**src/rtl/fetch_stage.sv**
```systemverilog
// Instruction-fetch stage with IF/ID pipeline register for the 19-bit MIPS core.
// Holds the PC, handles branch/jump redirects, stall/flush, and debug counters.
module fetch_stage #(
    parameter int ADDR_W = 12,
    parameter int INST_W = 19,
    parameter int CNT_W  = 16
) (
    input  logic              clk,
    input  logic              reset,
    output logic [ADDR_W-1:0] imem_addr,
    input  logic [INST_W-1:0] imem_data,
    input  logic              pc_writebar,
    input  logic              IF_ID_loadbar,
    input  logic              IF_ID_flush,
    input  logic              do_branch,
    input  logic [ADDR_W-1:0] branch_target,
    input  logic [ADDR_W-1:0] jump_target,
    output logic [INST_W-1:0] IF_ID_instruction,
    output logic [ADDR_W-1:0] IF_ID_pc,
    output logic              IF_ID_valid,
    output logic [CNT_W-1:0]  stall_count,
    output logic [CNT_W-1:0]  flush_count
);

    logic [ADDR_W-1:0] pc_q, pc_d;
    logic [ADDR_W-1:0] pc_plus1;
    logic [INST_W-1:0] ins_q, ins_d;
    logic [ADDR_W-1:0] ipc_q, ipc_d;
    logic              val_q, val_d;
    logic [CNT_W-1:0]  stall_q, stall_d;
    logic [CNT_W-1:0]  flush_q, flush_d;
    logic              jump_req;
    logic              stall_ev;

    // Wraps naturally at the PC width.
    assign pc_plus1 = pc_q + {{(ADDR_W-1){1'b0}}, 1'b1};
    // Jump opcode sits in the top three bits of a live IF/ID word.
    assign jump_req = (ins_q[INST_W-1:INST_W-3] == 3'b111) && val_q;
    // A stall that a redirect overrides is not counted.
    assign stall_ev = pc_writebar && !do_branch && !jump_req;

    // Next PC: branch beats jump, any redirect beats the stall hold.
    always_comb begin
        pc_d = pc_plus1;
        if (do_branch) begin
            pc_d = branch_target;
        end else if (jump_req) begin
            pc_d = jump_target;
        end else if (pc_writebar) begin
            pc_d = pc_q;
        end
    end

    // IF/ID next state: flush loads a NOP bubble and beats loadbar.
    always_comb begin
        ins_d = ins_q;
        ipc_d = ipc_q;
        val_d = val_q;
        if (IF_ID_flush) begin
            ins_d = '0;
            ipc_d = '0;
            val_d = 1'b0;
        end else if (!IF_ID_loadbar) begin
            ins_d = imem_data;
            ipc_d = pc_plus1;
            val_d = 1'b1;
        end
    end

    // Saturating debug event counters.
    always_comb begin
        stall_d = stall_q;
        flush_d = flush_q;
        if (stall_ev && (stall_q != {CNT_W{1'b1}})) begin
            stall_d = stall_q + {{(CNT_W-1){1'b0}}, 1'b1};
        end
        if (IF_ID_flush && (flush_q != {CNT_W{1'b1}})) begin
            flush_d = flush_q + {{(CNT_W-1){1'b0}}, 1'b1};
        end
    end

    // PC register.
    always_ff @(posedge clk or posedge reset) begin
        if (reset) begin
            pc_q <= '0;
        end else begin
            pc_q <= pc_d;
        end
    end

    // IF/ID pipeline register.
    always_ff @(posedge clk or posedge reset) begin
        if (reset) begin
            ins_q <= '0;
            ipc_q <= '0;
            val_q <= 1'b0;
        end else begin
            ins_q <= ins_d;
            ipc_q <= ipc_d;
            val_q <= val_d;
        end
    end

    // Debug counter registers.
    always_ff @(posedge clk or posedge reset) begin
        if (reset) begin
            stall_q <= '0;
            flush_q <= '0;
        end else begin
            stall_q <= stall_d;
            flush_q <= flush_d;
        end
    end

    assign imem_addr         = pc_q;
    assign IF_ID_instruction = ins_q;
    assign IF_ID_pc          = ipc_q;
    assign IF_ID_valid       = val_q;
    assign stall_count       = stall_q;
    assign flush_count       = flush_q;

endmodule

```
**config.mk**
```make
export PLATFORM = sky130hd
export DESIGN_NAME = fetch_stage
export DESIGN_NICKNAME = d
export VERILOG_FILES = /design/src/rtl/fetch_stage.sv
export SDC_FILE = /design/constraint.sdc
export NUM_CORES = 1
export LEC_CHECK = 0
export CAP_MARGIN = 25
export CORE_MARGIN = 4
export CORE_UTILIZATION = 40
export CTS_CLUSTER_SIZE = 10
export DETAILED_ROUTE_END_ITERATION = 8
export DONT_BUFFER_PORTS = 1
export PLACE_DENSITY_LB_ADDON = 0.3
export SYNTH_ARGS = -nofsm -noshare
export SYNTH_HDL_FRONTEND = slang
export SYNTH_SLANG_ARGS = --single-unit
export TNS_END_PERCENT = 20
```
**constraint.sdc**
```tcl
create_clock -name clk -period 2.9 [get_ports clk]
set_input_delay 0.29 -clock clk [delete_from_list [all_inputs] [get_ports clk]]
set_output_delay 0.29 -clock clk [all_outputs]
set_load 0.01 [all_outputs]
```
==> metrics.md <==
| Metric | Value |
|---|---|
| Status | `finished, final reports clean` |
| Sw Share | `0.297` |
| Vias per inst | `5.51` |
| CP startpoint kind | `flop` |
| TritonCTS Sinks | `76` |
| PortBufs | `0` |
| Most frequent cells in the layout | `76 x dfrtp_1, 47 x nor2_1, 23 x mux2i_1, 21 x nand2_1, 20 x o21ai_0` |
| Switch Pwr | `approximately 860 uW` |
| CP Capture Type | `flop` |
| Final #Nets | `about 430` |
| Internal | `2050 uW` |
| Post-synth ARST share | `1.00` |
| Area leader, netlist | `dfrtp_1` |
| Final design utilization | `0.461` |
| Synth Net Count | `427` |
| Slew @ Worst Pin | `~0.86 ns` |
| Layout cells sized above 1 | `0.0864` |
| Clock group share of total power | `0.364` |
| Setup CP Type | `flop to flop` |
| Total setup buffers inserted after CTS | `0` |
| Maximum VDD drop | `0.000269 V` |
| Setup Viol. Count Final | `0` |
| CTS tree | `built` |
| # diodes | `0` |
| Max-slew violation count | `0` |
| Area contributors post-synth | `dfrtp_1 49%, mux2i_1 6.0%, nor2_1 4.6%` |
| I/O pins | `125` |
| Grt total ovfl | `0` |
| Core area | `just over 9000 um^2` |
| Leakage Power | `0.00189 uW` |
| Gate power share | `0.121` |
| Yosys warnings | `0` |
| Max_cap viols | `0` |
| TritonCTS Buffers | `9` |
| DP Area | `3970 um^2` |
| Post-synthesis sequential area ratio | `0.494` |
| EDFF count, synth | `0` |
| Power per cell area | `680 nW/um^2` |
| Fin Setup TNS | `0 ns` |
| Initial DRC Count | `130` |
| Detailed placer's ending HPWL | `between 6000 and 7000 um` |
| Die ar. | `11300 um^2` |
| Die Y | `106 um` |
| Root buffer cell | `clkbuf_8` |
| Post-synth top flop | `dfrtp_1` |
| Post-CTS Resized | `0` |
| CTS clk-pin slew, worst paths | `0.07 ns` |
| CTS Buffer Depth | `2` |
| Skew-Pair Late Insertion Delay | `0.34 ns` |
| Global-route wire length before repair | `15600 um` |
| Mapped Cells | `roughly 380` |
| Post-synth cell types | `48` |
| Wire per inst | `18.1 um` |
| Antenna violations before repair | `0` |
| Via count | `2817` |
| Area Overhead vs Synth | `11.2%` |
| Largest net degree at the start of global routing | `34` |
| DRC | `0` |
| H-tree levels | `3` |
| DIE WIDTH | `106 um` |
| Synthesized area per cell | `10.3 um^2` |
| FP Rows | `35` |
| GRT Overall Usage | `0.172` |
| Routed Antenna Nets | `0` |
| Sequential Power Share | `0.515` |
| Fmax | `502 MHz` |
| Post-Synthesis Cell Area | `3850 um^2` |
| Vias in the first global route | `between 2000 and 3000` |
| WP data required | `3.11 ns` |
| Commonest non-fill, non-tap cell in the layout | `dfrtp_1` |
| Unrepaired setup endpoints after global routing | `false` |
| Gpl congestion | `0.799` |
| Share of the synthesized area in the top cell type | `0.494` |
| Crit path max fanout | `12` |
| Fin crit share | `0.687` |
| Fillers | `between 800 and 900` |
| Final Skew | `0.00915 ns` |
| Critical path arrival | `approximately 2.2 ns` |
| WL final | `9260 um` |
| Starting Density | `0.414` |
| Final min period | `around 2.0 ns` |
| Final Hold Fails | `0` |
| Slew margin rel. | `0.425` |
| Router iterations before antenna repair | `4` |
| Final instance area | `4280 um^2` |
| Min-delay worst type | `primary input to flop` |
| #FFs+latches synth | `76` |
==> registers in the layout (all words and copies together) (netlist names) <==
name and flops:
IF_ID_instruction 19, IF_ID_pc 12, IF_ID_valid 1, flush_count 16, imem_addr 12, stall_count 16
==> kinds of logic after synthesis <==
kind of cell | Yosys count | synth area share
flip-flops | 76 | 0.494
XOR/XNOR | 35 | 0.0797
AND/OR/NAND/NOR | 148 | 0.222
buffers and inverters | 26 | 0.0276
adder cells (fa/ha/maj) | 3 | 0.00976
multiplexers | 25 | 0.0657
AO/OA/AOI/OAI | 62 | 0.100
==> metrics by stage <==
step | worst slack, ns | instances | hold WS, ns | total power, uW
after floorplan | 0.672 | 375 | 0.407 | 1750
after detailed placement | 0.912 | 491 | 0.266 | 1870
after global routing | 0.741 | 511 | 0.00694 | 3080
final | 0.906 | 511 | 0.0250 | 2910
after CTS | 0.880 | 511 | 0.00270 | 2960
after global placement | 0.930 | 491 | 0.264 | 1850
==> cell usage after synthesis (2+ instances only) <==
cell type   n
a311oi_1    2
or3_1       4
clkbuf_1    9
xnor2_1    18
and3_1      9
a211oi_1    9
buf_2       7
mux2i_1    23
nand4_1     9
and4_1      5
nand3_2     2
a21oi_1    15
a2bb2oi_1   2
and2_1      2
nand2_1    21
nor4_4      2
nor4b_1     3
dfrtp_1    76
ha_1        3
o31a_1      4
nand4b_1    4
nor4_1      7
a31oi_1     2
xor2_1     17
o211ai_1    2
nand4_4     3
nor2_1     47
nand3_1    15
o21ai_0    20
nor3_1      8
inv_1       7
buf_1       2
==> path summary, 6_finish.rpt <==
| kind | from | end | slack (ns) | cells past startpoint |
|---|---|---|---|---|
| hold / removal | IF_ID_flush | IF_ID_instruction[13] | 0.02 | 1 |
| setup / recovery | IF_ID_valid | imem_addr[11] | 0.91 | 5 |
| hold reg to reg | stall_count[9] | stall_count[9] | 0.57 | 1 |
| min in group asynchronous | reset | flush_count[4] | 0.45 | 2 |
| setup reg to reg | IF_ID_valid | imem_addr[11] | 0.91 | 5 |
| max in group asynchronous | reset | flush_count[13] | 1.68 | 3 |
==> critical path: stages, from the launching register on <==
cell      delay [ns]
dfrtp_1         0.44
nand4_1         0.55
buf_4           0.36
and3_1          0.18
a211oi_1        0.23
o22ai_1         0.11
==> layout make-up <==
type                       instances  area [um^2]  area share
tap                              129          161      0.0377
sequential                        76         1900       0.445
clock buffer                      12          145      0.0339
clock inverter                     4          120      0.0281
timing repair buffer               9         77.6      0.0181
inverter                           8         31.3     0.00731
multi-input combinational        273         1840       0.430
==> power by group through the flow <==
stage	registers (uW)	logic (uW)	clock network, uW
finish	1500	353	1060
global route	1530	414	1140
CTS	1500	360	1100
detailed placement	1520	345	0
global placement	1520	334	0
floorplan	1440	308	0
==> routing by layer <==
layer / global-route usage / part of all wire
met1: 0.230 / 0.45
met2: 0.270 / 0.47
met3: 0.0583 / 0.073
met4: 0.0426 / 0.0084
met5: 0 / 0
==> timing repair <==
action                                  in CTS  in global routing
endpoints found under the setup margin       0                  0
hold endpoints to repair                    54                  0
hold buffers                                 4                  0
No activity file was read; power rests on OpenSTA's default activity.
